==> config.mk <==
export PLATFORM = sky130hd
export DESIGN_NAME = axi_lite_slave_regs
export DESIGN_NICKNAME = d
export VERILOG_FILES = /design/src/rtl/axi_lite_slave_regs.sv
export SDC_FILE = /design/constraint.sdc
export NUM_CORES = 1
export LEC_CHECK = 0
export CAP_MARGIN = 20
export CORE_MARGIN = 2
export CORE_UTILIZATION = 51
export DETAILED_ROUTE_END_ITERATION = 8
export GPL_ROUTABILITY_DRIVEN = 0
export PLACE_DENSITY = 0.77
export SETUP_SLACK_MARGIN = 0.02
export SLEW_MARGIN = 20
export SYNTH_ARGS = -nofsm -noshare
export SYNTH_HDL_FRONTEND = slang
export SYNTH_SLANG_ARGS = --single-unit
==> constraint.sdc <==
create_clock -name clk -period 2.32 [get_ports clk]
set_input_delay 0.348 -clock clk [delete_from_list [all_inputs] [get_ports clk]]
set_output_delay 0.348 -clock clk [all_outputs]
set_load 0.02 [all_outputs]
==> src/rtl/axi_lite_slave_regs.sv <==
// rtl/axi_lite_slave_regs.sv - AXI4-Lite slave exposing NUM_REGS 32-bit read/write registers
module axi_lite_slave_regs #(
  parameter int          NUM_REGS = 4,
  parameter logic [31:0] RST_VAL0 = 32'h0000_0000
) (
  input  logic        clk,
  input  logic        reset_n,
  input  logic [31:0] S_AWADDR,
  input  logic        S_AWVALID,
  output logic        S_AWREADY,
  input  logic [31:0] S_WDATA,
  input  logic [3:0]  S_WSTRB,
  input  logic        S_WVALID,
  output logic        S_WREADY,
  output logic [1:0]  S_BRESP,
  output logic        S_BVALID,
  input  logic        S_BREADY,
  input  logic [31:0] S_ARADDR,
  input  logic        S_ARVALID,
  output logic        S_ARREADY,
  output logic [31:0] S_RDATA,
  output logic [1:0]  S_RRESP,
  output logic        S_RVALID,
  input  logic        S_RREADY,
  output logic [31:0] reg0_out
);

  localparam int          IDX_W      = (NUM_REGS > 1) ? $clog2(NUM_REGS) : 1;
  localparam logic [31:0] ADDR_LIMIT = 32'(NUM_REGS * 4);

  logic [31:0]      r_regs [NUM_REGS];
  logic             r_aw_full;
  logic             r_aw_ok;
  logic [IDX_W-1:0] r_aw_idx;
  logic             r_w_full;
  logic [31:0]      r_w_data;
  logic [3:0]       r_w_strb;
  logic             r_awready;
  logic             r_wready;
  logic             r_bvalid;
  logic [1:0]       r_bresp;
  logic             r_arready;
  logic             r_rvalid;
  logic [31:0]      r_rdata;
  logic [1:0]       r_rresp;

  logic             w_aw_hs;
  logic             w_w_hs;
  logic             w_ar_hs;
  logic             w_commit;
  logic             w_aw_full_nxt;
  logic             w_w_full_nxt;
  logic             w_bvalid_nxt;
  logic             w_rvalid_nxt;
  logic [IDX_W-1:0] w_ar_idx;

  assign w_aw_hs  = S_AWVALID & r_awready;
  assign w_w_hs   = S_WVALID & r_wready;
  assign w_ar_hs  = S_ARVALID & r_arready;
  assign w_commit = r_aw_full & r_w_full;
  assign w_ar_idx = S_ARADDR[IDX_W+1:2];

  // Buffers cannot refill while a response is pending, so commit and handshake never collide.
  assign w_aw_full_nxt = w_commit ? 1'b0 : (r_aw_full | w_aw_hs);
  assign w_w_full_nxt  = w_commit ? 1'b0 : (r_w_full | w_w_hs);
  assign w_bvalid_nxt  = w_commit | (r_bvalid & ~S_BREADY);
  assign w_rvalid_nxt  = w_ar_hs | (r_rvalid & ~S_RREADY);

  always_ff @(posedge clk) begin
    if (!reset_n) begin
      for (int i = 0; i < NUM_REGS; i++) r_regs[i] <= (i == 0) ? RST_VAL0 : 32'h0;
      r_aw_full <= 1'b0;
      r_aw_ok   <= 1'b0;
      r_aw_idx  <= '0;
      r_w_full  <= 1'b0;
      r_w_data  <= 32'h0;
      r_w_strb  <= 4'h0;
      r_awready <= 1'b0;
      r_wready  <= 1'b0;
      r_bvalid  <= 1'b0;
      r_bresp   <= 2'b00;
      r_arready <= 1'b0;
      r_rvalid  <= 1'b0;
      r_rdata   <= 32'h0;
      r_rresp   <= 2'b00;
    end else begin
      r_aw_full <= w_aw_full_nxt;
      r_w_full  <= w_w_full_nxt;
      r_bvalid  <= w_bvalid_nxt;
      r_rvalid  <= w_rvalid_nxt;
      r_awready <= ~w_aw_full_nxt & ~w_bvalid_nxt;
      r_wready  <= ~w_w_full_nxt & ~w_bvalid_nxt;
      r_arready <= ~w_rvalid_nxt;
      if (w_aw_hs) begin
        r_aw_idx <= S_AWADDR[IDX_W+1:2];
        r_aw_ok  <= (S_AWADDR < ADDR_LIMIT);
      end
      if (w_w_hs) begin
        r_w_data <= S_WDATA;
        r_w_strb <= S_WSTRB;
      end
      if (w_commit) begin
        r_bresp <= r_aw_ok ? 2'b00 : 2'b10;
        if (r_aw_ok) begin
          for (int b = 0; b < 4; b++) begin
            if (r_w_strb[b]) r_regs[r_aw_idx][8*b +: 8] <= r_w_data[8*b +: 8];
          end
        end
      end
      // Read samples the pre-edge register value, so a same-edge commit returns old data.
      if (w_ar_hs) begin
        if (S_ARADDR < ADDR_LIMIT) begin
          r_rdata <= r_regs[w_ar_idx];
          r_rresp <= 2'b00;
        end else begin
          r_rdata <= 32'h0;
          r_rresp <= 2'b10;
        end
      end
    end
  end

  assign S_AWREADY = r_awready;
  assign S_WREADY  = r_wready;
  assign S_BVALID  = r_bvalid;
  assign S_BRESP   = r_bresp;
  assign S_ARREADY = r_arready;
  assign S_RVALID  = r_rvalid;
  assign S_RDATA   = r_rdata;
  assign S_RRESP   = r_rresp;
  assign reg0_out  = r_regs[0];

endmodule

Yosys cells after proc, flatten, opt, wreduce, memory -nomap -nowiden
Memories as Yosys holds them, arrays and structs flattened.
Cells that the tools add are included.
- reductions and logical operators: 1
- muxes and demuxes: 29
- $lt $le $gt $ge: 2
- bitwise gates (word level): 18
- operator list (operator ; number):
    32-bit by 5-bit less-than comparator with 1-bit output, second input constant ; 2
    32-bit two-way mux ; 2
    32-bit OR reduction ; 1
    1-bit two-way mux ; 23
    1-bit AND ; 8
    2-bit two-way mux ; 3
    1-bit inverter ; 6
    4-bit two-way mux ; 1
    1-bit bitwise OR ; 4
- RAM bits: 128
- word-level logic and storage cells: 65
- memories kept: 1
- register bits: 82
- input port bits: 107
- output and inout bits: 73
- memory list (memory ; depth ; bits a word ; read ports ; clocked after Yosys merged registers in ; write ports ; line ; source):
    r_regs ; 4 ; 32 ; 2 ; 0 ; 4 ; 31 ; logic [31:0] r_regs [NUM_REGS];

Logic depth before layout (Yosys ltp)
- word-level depth: 7
- mapped depth: 6
- gate-level depth less buffers: 4

Least setup slack after synthesis
Ideal clock, no wire load.
- kind: input-to-reg
- start point: input reset_n
- end point: memory r_regs[1][16] (enable)
- path slack: 0.362 ns
- cell stages on the path: 4
- path buffers: 1
- data required time: 1.936 ns
- library setup time: 0.384 ns
- arrival time: 1.574 ns
- cells stage by stage: clkbuf_2 and4_1 nand2_1 o21ai_0
- RTL lines (element ; line ; source):
    start: declaration ; 7 ; input logic reset_n,
    end: declaration ; 31 ;

==> results.ini <==
[timing]
fmax_mhz=453
hold_viol=0
setup_slack_ps=111
fin_crit_ps=2210
tightest_slew_ps=886
rsz0062_at_grt=no
finalClockSkew_ps=7.18
slew_viol_final=0
period_share=0.952
slew_headroom=0.409
setup_viol=0

[layout]
seqCellArea_mm2=0.00545
antenna_cells=0
area_delta_synth_final_pct=33.8
nFillCells=1154
drive_gt1_frac=0.156
multi_input_comb_area_mm2=0.00294
final_cell_area_mm2=0.0116
final_cell_count_no_fill=1130
fin_util=0.699
nNetsFinal=1003

[die]
start_util=0.522
die_height_um=134
rows=47
coreArea_mm2=0.0166
die_w_um=134
ios=180
die_area_mm2=0.0180

[detailed_routing]
dr.pass1.iters=5
drt_iter0_markers=428
vias=5961
wire_per_inst_um=17.9
ant_nets=0
viasPerCell=5.28
routed_wl_mm=20.2
drc=0

[synth]
synth.area.top_cells=edfxtp_1 44%, dfxtp_1 18%, and2_1 9.3%
ys_top_cells_by_count=129 x and2_1, 128 x edfxtp_1, 115 x nand2_1, 80 x dfxtp_1, 47 x a21oi_1
yosys-mux-area-fraction=0.0858
synth.distinct_cells=34
synth-adder-area-share=0
async_flop_share=0
netlist_area_mm2=0.00866
synthCells=699
synth-seq-cells=208
synth_xor_xnor_area_share=0
synth_top_area_frac=0.444
yosysMostFrequentCell=and2_1
ys_warn_count=0
ys_seq_area_frac=0.629
syn_avg_cell_area_um2=12.4
synth_edf_count=128
synth-main-ff-cell=edfxtp_1
synthSimpleGateAreaFrac=0.185
synth_top_cell_by_area=edfxtp_1
synth-compound-area-share=0.0668
synth_top_family_by_area=simple AND/OR/NAND/NOR gates

[worst_setup_path]
startpoint_type=flop
max_stage_delay_ps=750
slowest_stage=a21oi_1
worstPathArrival_ps=2320
critical_path_required_ps=2430
cp-end-kind=flop
cp_max_fo=8
crit_chain=o41a_2, a21boi_0, a21oi_1
critPathKind=flop to flop

[pwr]
swShare=0.209
p_per_area_mw_per_mm2=712
ir_worst_vdd_v=0.000473
leakagePower_uw=0.00431
p_sw_uw=1720
p_int_uw=6530
p_seq_frac=0.498
p_comb_frac=0.080
p_clk_frac=0.423

[clocking]
hold_buffers=0
clk_pin_slew_ps=60
cts.htree.levels=1
cts_sinks=208
cts_made_buffers=21
clk-insertion-delay-late_ps=490
cts_tree=built
cts.path.max_buffers=3
cts_resized=0
postCtsSetupBuffers=0
cts_root_buffer=clkbuf_16

[place]
place_ws_ps=-172
dpl.hpwl_mm=14.1
dpl_cell_area_mm2=0.0109
dpl.cell_count=1093
io_buffers=173

[status]
status=finished, final reports clean

[global_routing]
grt_overflow_total=0
grt_max_degree=38
track_usage=0.226
grt_pass1_wl_mm=31.6
grt_pass1_vias=6203
antenna_found_initial=0

[hold_path]
hold_path_class=input port to flop

[run]
drv_cap=0

## state kept, by name, indices dropped and copies added (netlist names)
signal,count
r_aw_full,1
r_regs,128
r_w_strb,4
S_WREADY,1
r_w_full,1
S_AWREADY,1
S_RRESP,1
r_w_data,32
S_RVALID,1
S_BVALID,1
S_RDATA,32
S_ARREADY,1
r_aw_idx,2
r_aw_ok,1
S_BRESP,1
## worst paths after layout
kind	from	end	slack (ps)	cells past startpoint
worst max-delay path	r_w_strb[3]	r_regs[3][20]	110	3
worst min-delay path	S_WDATA[19]	r_w_data[19]	410	3
worst max register to register	r_w_strb[3]	r_regs[3][20]	110	3
worst min register to register	S_RDATA[11]	S_RDATA[11]	450	2
## critical path: cells and delay by family, from the launching register on
kind	cells	cell delay, ps
flops	1	360
compound gates	3	1470
## cell families (layout without fill, tap and decap cells)
logic type,count (synthesis),count (layout)
flops,208,208
simple gates,300,300
mux,34,34
compound gates,90,90
other cells,1,2
buf+inv,66,276
## per-stage QoR
step	TNS [ps]	hold WS [ps]	total power [µW]
after global routing	0	404	8490
after global placement	-1620	435	4820
final	0	406	8250
after CTS	0	394	8300
after detailed placement	-3550	444	4840
after floorplan	0	449	4460
## layout make-up
cell class / count / share of cell area
Sequential cell: 208 / 0.470
Multi-Input combinational cell: 426 / 0.253
Timing Repair Buffer: 207 / 0.180
Clock buffer: 34 / 0.0595
Tap cell: 220 / 0.0238
Inverter: 32 / 0.0104
Clock inverter: 3 / 0.00346
## routing by layer
| metal | GRT usage | wire length (µm) | vias to the layer above |
|---|---|---|---|
| li1 | - | - | 2826 |
| met2 | 0.425 | 10800 | 228 |
| met4 | 0.0801 | 532 | 0 |
| met5 | 0 | 0 | - |
| met1 | 0.263 | 7630 | 2867 |
| met3 | 0.0333 | 1260 | 40 |
## cell usage in the layout (no fill, tap or decap), types with 13 or more instances in the layout
| cell | synthesis | layout |
|---|---|---|
| a21oi_1 | 47 | 46 |
| and2_1 | 129 | 129 |
| buf_4 | 3 | 26 |
| clkbuf_16 | 0 | 24 |
| clkdlybuf4s50_1 | 0 | 172 |
| dfxtp_1 | 80 | 80 |
| edfxtp_1 | 128 | 128 |
| inv_1 | 32 | 32 |
| mux4_2 | 32 | 32 |
| nand2_1 | 115 | 115 |
| nor2_1 | 13 | 13 |
| o21ai_2 | 30 | 30 |
## power by group through the flow
stage	Combinational (µW)	Sequential (µW)	Clock, µW
2_1_floorplan	274	4190	0
3_3_place_gp	645	4170	0
3_5_place_dp	658	4180	0
4_1_cts	661	4110	3540
5_1_grt	701	4120	3670
6_report	656	4110	3490
No activity file was read; power rests on OpenSTA's default activity.
